===== src/rtl/dafx_gain_ramp_pkg.sv =====
// Shared types and constants for the gain ramp scheduler.
// Channel indices follow the mixer register-file ordering.
package dafx_gain_ramp_pkg;

    typedef enum logic [0:0] {
        RAMP_IDLE_E,
        RAMP_SCAN_E
    } ramp_state_t;

    localparam int N_MIX_GAINS_C     = 4;
    localparam int GAIN_IDX_OUTPUT_C = 0;
    localparam int GAIN_IDX_CH0_C    = 1;
    localparam int GAIN_IDX_CH1_C    = 2;
    localparam int GAIN_IDX_CH2_C    = 3;

endpackage


===== src/rtl/dafx_gain_ramp_scheduler_if.sv =====
// Register-file side bundle of the gain ramp scheduler.
// master = register file / mixer, slave = scheduler.
interface dafx_gain_ramp_scheduler_if #(
    parameter int GAIN_WIDTH_P = 24,
    parameter int N_CHANNELS_P = 4
);
    logic                             sample_tick;
    logic                             cr_ramp_enable;
    logic [GAIN_WIDTH_P-1:0]          cr_ramp_step;
    logic [N_CHANNELS_P*GAIN_WIDTH_P-1:0] target_gain;
    logic [N_CHANNELS_P*GAIN_WIDTH_P-1:0] gain_out;
    logic                             ramp_busy;
    logic                             ramp_done;
    logic [15:0]                      sr_tick_overruns;

    modport master (
        output sample_tick, cr_ramp_enable, cr_ramp_step, target_gain,
        input  gain_out, ramp_busy, ramp_done, sr_tick_overruns
    );

    modport slave (
        input  sample_tick, cr_ramp_enable, cr_ramp_step, target_gain,
        output gain_out, ramp_busy, ramp_done, sr_tick_overruns
    );
endinterface


===== src/rtl/dafx_gain_step.sv =====
// Saturating single-step unit: moves cur toward tgt by at most step.
// A zero step means jump straight to the target.
module dafx_gain_step #(
    parameter int GAIN_WIDTH_P = 24
) (
    input  logic [GAIN_WIDTH_P-1:0] cur_i,
    input  logic [GAIN_WIDTH_P-1:0] tgt_i,
    input  logic [GAIN_WIDTH_P-1:0] step_i,
    output logic [GAIN_WIDTH_P-1:0] next_o
);
    logic [GAIN_WIDTH_P:0] sum_w;
    logic [GAIN_WIDTH_P:0] dif_w;
    logic [GAIN_WIDTH_P:0] tgt_x_w;

    assign sum_w   = {1'b0, cur_i} + {1'b0, step_i};
    assign dif_w   = {1'b0, cur_i} - {1'b0, step_i};
    assign tgt_x_w = {1'b0, tgt_i};

    // dif_w MSB is the borrow: an underflow always lands on the target
    always_comb begin
        next_o = cur_i;
        if (step_i == '0) begin
            next_o = tgt_i;
        end else if (cur_i < tgt_i) begin
            next_o = (sum_w >= tgt_x_w) ? tgt_i : sum_w[GAIN_WIDTH_P-1:0];
        end else if (cur_i > tgt_i) begin
            next_o = (dif_w[GAIN_WIDTH_P] || dif_w <= tgt_x_w)
                   ? tgt_i : dif_w[GAIN_WIDTH_P-1:0];
        end
    end
endmodule


===== src/rtl/dafx_gain_ramp_scheduler.sv =====
// Per-sample gain ramping with one shared step unit scanned round-robin.
// Optional sticky done interrupt: define DAFX_GAIN_RAMP_IRQ_EN.
module dafx_gain_ramp_scheduler
    import dafx_gain_ramp_pkg::*;
#(
    parameter int                    GAIN_WIDTH_P = 24,
    parameter int                    N_CHANNELS_P = N_MIX_GAINS_C,
    parameter logic [GAIN_WIDTH_P-1:0] GAIN_RESET_P = 1
) (
    input  logic clk,
    input  logic rst_n,
`ifdef DAFX_GAIN_RAMP_IRQ_EN
    output logic irq_ramp_done,
    input  logic cmd_clear_irq,
`endif
    dafx_gain_ramp_scheduler_if.slave bus_if
);
    localparam int IDX_W = (N_CHANNELS_P > 1) ? $clog2(N_CHANNELS_P) : 1;
    localparam logic [IDX_W-1:0] LAST_IDX = IDX_W'(N_CHANNELS_P - 1);

    ramp_state_t state_q;
    logic [IDX_W-1:0] idx_q;
    logic pending_q;
    logic [N_CHANNELS_P-1:0][GAIN_WIDTH_P-1:0] gain_q;
    logic [N_CHANNELS_P-1:0][GAIN_WIDTH_P-1:0] tgt_w;
    logic busy_q, busy_d;
    logic done_q;
    logic [15:0] ovr_q;
    logic [GAIN_WIDTH_P-1:0] step_next_w;

    assign tgt_w  = bus_if.target_gain;
    assign busy_d = (gain_q != tgt_w);

    dafx_gain_step #(.GAIN_WIDTH_P(GAIN_WIDTH_P)) u_step (
        .cur_i  (gain_q[idx_q]),
        .tgt_i  (tgt_w[idx_q]),
        .step_i (bus_if.cr_ramp_step),
        .next_o (step_next_w)
    );

    always_ff @(posedge clk or negedge rst_n) begin
        if (!rst_n) begin
            state_q   <= RAMP_IDLE_E;
            idx_q     <= '0;
            pending_q <= 1'b0;
            ovr_q     <= '0;
            busy_q    <= 1'b0;
            done_q    <= 1'b0;
            for (int i = 0; i < N_CHANNELS_P; i++) begin
                gain_q[i] <= GAIN_RESET_P;
            end
        end else begin
            busy_q <= busy_d;
            done_q <= busy_q & ~busy_d & bus_if.cr_ramp_enable;
            if (!bus_if.cr_ramp_enable) begin
                state_q   <= RAMP_IDLE_E;
                idx_q     <= '0;
                pending_q <= 1'b0;
                gain_q    <= tgt_w;
            end else begin
                unique case (state_q)
                    RAMP_IDLE_E: begin
                        if (bus_if.sample_tick || pending_q) begin
                            state_q   <= RAMP_SCAN_E;
                            pending_q <= 1'b0;
                            idx_q     <= '0;
                        end
                    end
                    RAMP_SCAN_E: begin
                        gain_q[idx_q] <= step_next_w;
                        // a tick mid-scan is deferred, not dropped
                        if (bus_if.sample_tick) begin
                            pending_q <= 1'b1;
                            if (ovr_q != 16'hFFFF) begin
                                ovr_q <= ovr_q + 16'd1;
                            end
                        end
                        if (idx_q == LAST_IDX) begin
                            state_q <= RAMP_IDLE_E;
                            idx_q   <= '0;
                        end else begin
                            idx_q <= idx_q + 1'b1;
                        end
                    end
                endcase
            end
        end
    end

    assign bus_if.gain_out         = gain_q;
    assign bus_if.ramp_busy        = busy_q;
    assign bus_if.ramp_done        = done_q;
    assign bus_if.sr_tick_overruns = ovr_q;

`ifdef DAFX_GAIN_RAMP_IRQ_EN
    logic irq_q;

    always_ff @(posedge clk or negedge rst_n) begin
        if (!rst_n) begin
            irq_q <= 1'b0;
        end else if (done_q) begin
            irq_q <= 1'b1;
        end else if (cmd_clear_irq) begin
            irq_q <= 1'b0;
        end
    end

    assign irq_ramp_done = irq_q;
`endif
endmodule


===== src/flat_wrapper.sv =====
// flat-port wrapper written by rule: the top's interface ports become plain ports
module dafx_gain_ramp_scheduler_flat import dafx_gain_ramp_pkg::*;
#(
    parameter int                    GAIN_WIDTH_P = 24,
    parameter int                    N_CHANNELS_P = N_MIX_GAINS_C,
    parameter logic [GAIN_WIDTH_P-1:0] GAIN_RESET_P = 1
)
  (clk, rst_n, bus_if_sample_tick, bus_if_cr_ramp_enable, bus_if_cr_ramp_step, bus_if_target_gain, bus_if_gain_out, bus_if_ramp_busy, bus_if_ramp_done, bus_if_sr_tick_overruns);
  dafx_gain_ramp_scheduler_if #(.GAIN_WIDTH_P(GAIN_WIDTH_P), .N_CHANNELS_P(N_CHANNELS_P)) bus_if_i ();
  input  logic clk;
  input  logic rst_n;
  input wire logic [$bits(bus_if_i.sample_tick)-1:0] bus_if_sample_tick;
  input wire logic [$bits(bus_if_i.cr_ramp_enable)-1:0] bus_if_cr_ramp_enable;
  input wire logic [$bits(bus_if_i.cr_ramp_step)-1:0] bus_if_cr_ramp_step;
  input wire logic [$bits(bus_if_i.target_gain)-1:0] bus_if_target_gain;
  output wire logic [$bits(bus_if_i.gain_out)-1:0] bus_if_gain_out;
  output wire logic [$bits(bus_if_i.ramp_busy)-1:0] bus_if_ramp_busy;
  output wire logic [$bits(bus_if_i.ramp_done)-1:0] bus_if_ramp_done;
  output wire logic [$bits(bus_if_i.sr_tick_overruns)-1:0] bus_if_sr_tick_overruns;
  assign bus_if_i.sample_tick = bus_if_sample_tick;
  assign bus_if_i.cr_ramp_enable = bus_if_cr_ramp_enable;
  assign bus_if_i.cr_ramp_step = bus_if_cr_ramp_step;
  assign bus_if_i.target_gain = bus_if_target_gain;
  assign bus_if_gain_out = bus_if_i.gain_out;
  assign bus_if_ramp_busy = bus_if_i.ramp_busy;
  assign bus_if_ramp_done = bus_if_i.ramp_done;
  assign bus_if_sr_tick_overruns = bus_if_i.sr_tick_overruns;
  dafx_gain_ramp_scheduler #(.GAIN_WIDTH_P(GAIN_WIDTH_P), .N_CHANNELS_P(N_CHANNELS_P), .GAIN_RESET_P(GAIN_RESET_P)) u_core (.clk(clk), .rst_n(rst_n), .bus_if(bus_if_i));
endmodule

===== config.mk =====
export PLATFORM = sky130hd
export DESIGN_NAME = dafx_gain_ramp_scheduler_flat
export DESIGN_NICKNAME = d
export VERILOG_FILES = /design/src/rtl/dafx_gain_ramp_pkg.sv /design/src/rtl/dafx_gain_ramp_scheduler_if.sv /design/src/rtl/dafx_gain_step.sv /design/src/rtl/dafx_gain_ramp_scheduler.sv /design/src/flat_wrapper.sv
export SDC_FILE = /design/constraint.sdc
export NUM_CORES = 1
export LEC_CHECK = 0
export CAP_MARGIN = 20
export CORE_MARGIN = 10
export CORE_UTILIZATION = 40
export DETAILED_ROUTE_END_ITERATION = 7
export GPL_TIMING_DRIVEN = 0
export SLEW_MARGIN = 15
export SYNTH_ARGS = -nofsm -noshare
export SYNTH_HDL_FRONTEND = slang
export SYNTH_SLANG_ARGS = --single-unit

===== constraint.sdc =====
create_clock -name clk -period 18.12 [get_ports clk]
set_clock_uncertainty 0.15 [all_clocks]
set_input_delay 3.624 -clock clk [delete_from_list [all_inputs] [get_ports clk]]
set_output_delay 3.624 -clock clk [all_outputs]
set_load 0.02 [all_outputs]

==> summary.txt <==
Clock network
  – TritonCTS clock tree: yes
  – Clock Latency Late Sink: 440 ps
  – Number of buffers created by CTS: 17
  – Cts hold-fix bufs: 0
  – Clk root buf: clkbuf_16
  – Htree depth: 4
  – Postcts setup bufs: 0
  – Clk slew on worst S/H paths: 60 ps
  – Longest Clk Path Bufs: 2
  – Cts repair resizes: 0
  – Clock sinks: 118

STA
  – Final setup vio count: 0
  – RSZ-0062 raised after global routing: no
  – Setup TNS: 0 ps
  – Final count of hold timing violations: 0
  – Post-route minimum period: 9630 ps
  – Period Utilization, post-route: 53.2%
  – Fmax: 104 MHz
  – Hold Slack: 344 ps
  – Slew @ Worst Pin: 1100 ps
  – Final Max Slew Viols: 0
  – Rel. slew slack: 26.5%

Finish
  – Synth-to-Final Area Change: 27.5%
  – Share of layout cells above drive strength 1: 10.8%
  – Antenna cell count: 0
  – Final nets: 1969

Placement
  – Final HPWL DP: 48600 µm
  – IO buf count: 236
  – Routability Congestion: 0.999

Die
  – Initial Utilization: 40.7%
  – Core ar.: 31600 µm²
  – Chip height: 199 µm
  – Rows: 65
  – I/O pin count: 238
  – Die X-Extent: 199 µm
  – Die ar.: 39700 µm²

Route
  – DRT Wirelength: 60100 µm
  – Residual DRC count: 0
  – DRT iter0 DRCs: 1530
  – Drt wl/cell: 28.2 µm
  – Vias per cell: 6.41
  – DR pass1 iterations: 6
  – Vias after detailed routing: 13.7k
  – Routed Antenna Nets: 0

Power
  – Max VDD drop: 0.0744 mV
  – PD cells: 114 nW/µm²
  – Leakage: 6.79 nW

Setup path
  – Critical Path Fanout Max: 10
  – Type of element capturing the critical path: register
  – CP arrival: 9810 ps
  – Startpoint types: input pin
  – R2r startpoint: u_core.idx_q[0]
  – Worst R2R End: u_core.bus_if.gain_out[26]
  – Critical Path RT: 18290 ps
  – Worst r2r path cells: 24
  – CP Class: in2reg
  – R2R setup slack: 9960 ps

GRT
  – Total congestion overflow: 0
  – Initial antenna violation count: 0
  – First-pass GRT wire length: 88200 µm
  – Number of global-route vias before repair: 13.6k
  – Largest net degree at the start of global routing: 75
  – GRT Total Usage: 29.9%

Logic synthesis
  – Syn nets: 1713
  – Syn Area/Cell: 8.81 µm²
  – Synth top area cells: dfrtp_1 22%, ha_1 12%, mux4_2 8.4%, xor2_1 5.2%, xnor2_1 5.0%
  – Post-Synthesis Cells: 1460
  – Post-synth EDFFs: 0
  – Most numerous cell in the Yosys netlist: ha_1
  – Top post-synthesis cells by count: 127 x ha_1, 114 x dfrtp_1, 101 x inv_1
  – Number of synthesized register bits: 118
  – Dominant synthesized flop cell: dfrtp_1
  – Async S/R FF share, synth: 100%
  – Yosys top cell by area: dfrtp_1
  – Yosys top cell area share: 22.2%
  – Post-synthesis sequential area ratio: 23.0%
  – Synth cell types: 84
  – Synth Warn #: 0
  – Post-Syn Area: 12900 µm²

Hold path
  – Hold path cells: 1
  – HP Start: u_core.bus_if.sr_tick_overruns[8]
  – Min-delay worst type: reg2reg
  – Hold Path Sink: u_core.bus_if.sr_tick_overruns[8]

Status
  – Outcome: complete, no violations

Job
  – Max_cap viols: 0
-- critical path: stages --
cell	delay, ps
clkdlybuf4s50_1	600
inv_1	70
ha_1	270
buf_2	210
nor2b_1	100
nor2_1	230
a31oi_1	190
a2111oi_4	440
a21oi_1	200
a311oi_1	490
o21ai_0	240
xnor2_1	300
ha_1	300
a211oi_1	250
o21ai_1	160
nor4_1	320
a31oi_1	140
nor4_2	450
nand3b_4	170
buf_8	180
o21ai_1	450
o311ai_0	230
o21a_1	180
-- where the power goes --
part           total (mW)  internal [mW]  switching [mW]
Sequential          0.350          0.297          0.0534
Clock               0.377          0.235           0.142
Combinational        1.14          0.435           0.702
Total                1.86          0.967           0.897
-- stage by stage --
stage / util [%] / setup WS [ps] / power [mW] / cells / area, µm²
3_5_place_dp: 49.8 / 8170 / 1.46 / 2099 / 15800
6_report: 51.8 / 8490 / 1.86 / 2131 / 16400
4_1_cts: 51.8 / 8580 / 1.84 / 2131 / 16400
3_3_place_gp: 49.7 / 8120 / 1.45 / 2098 / 15700
5_1_grt: 51.8 / 8090 / 1.96 / 2131 / 16400
2_1_floorplan: - / 9830 / 1.05 / 1460 / 12900
-- final cells by class --
class	instances	area, µm²
Multi-Input combinational cell	1162	9160
Clock inverter	14	200
Buffer	79	369
Fill cell	2958	15200
Sequential cell	118	2960
Clock buffer	18	439
Tap cell	402	503
Timing Repair Buffer	237	2390
Inverter	101	379
-- how the worst max path moves through the flow --
stage | startpoint | to | slack [ps] | cells past startpoint
finish | bus_if_cr_ramp_step[4] | u_core.bus_if.gain_out[26] | 8490 | 23
floorplan | bus_if_cr_ramp_step[5] | u_core.bus_if.gain_out[31] | 9830 | 20
CTS | bus_if_cr_ramp_step[4] | u_core.bus_if.gain_out[58] | 8580 | 23
detailed placement | bus_if_cr_ramp_step[4] | u_core.bus_if.gain_out[58] | 8170 | 23
global placement | bus_if_cr_ramp_step[4] | u_core.bus_if.gain_out[10] | 8120 | 23
global route | bus_if_cr_ramp_step[4] | u_core.bus_if.gain_out[2] | 8090 | 23
-- sequential cells by signal, indices dropped and copies added (netlist names) --
| register | cells |
|---|---|
| u_core.bus_if.ramp_busy | 1 |
| u_core.pending_q | 1 |
| u_core.bus_if.sr_tick_overruns | 16 |
| u_core.bus_if.gain_out | 96 |
| u_core.state_q | 1 |
| u_core.idx_q | 2 |
| u_core.bus_if.ramp_done | 1 |
-- layout by cell type (no fill, tap or decap), types with 19 or more instances in the layout --
cell type and count:
a21oi_1 62, a31o_2 21, a31oi_1 52, buf_2 19, clkbuf_1 50, clkdlybuf4s50_1 235, dfrtp_1 114, ha_1 127
inv_1 101, mux4_2 48, nand2_1 83, nand3_1 66, nand4_1 27, nor2_1 84, nor2b_1 47, nor4_1 27
o21a_1 29, o21ai_0 55, xnor2_1 73, xor2_1 76
-- logic make-up after synthesis --
group                    Yosys count  share of synthesized area [%]
AND/OR/NAND/NOR                  434                           18.1
adder cells (fa/ha/maj)          129                           12.7
multiplexers                      48                           8.41
AO/OA/AOI/OAI                    402                           21.9
flip-flops                       118                           23.0
XOR/XNOR                         149                           10.1
buffers and inverters            180                           5.82
-- layer usage --
metal	global-route usage (%)	vias up	share of wire, %
met5	0	-	0
met4	14.1	0	4.7
met3	8.60	170	11
met2	46.1	885	45
met1	37.7	6662	40
li1	-	5942	-
Power figures use the tool's default switching activity.
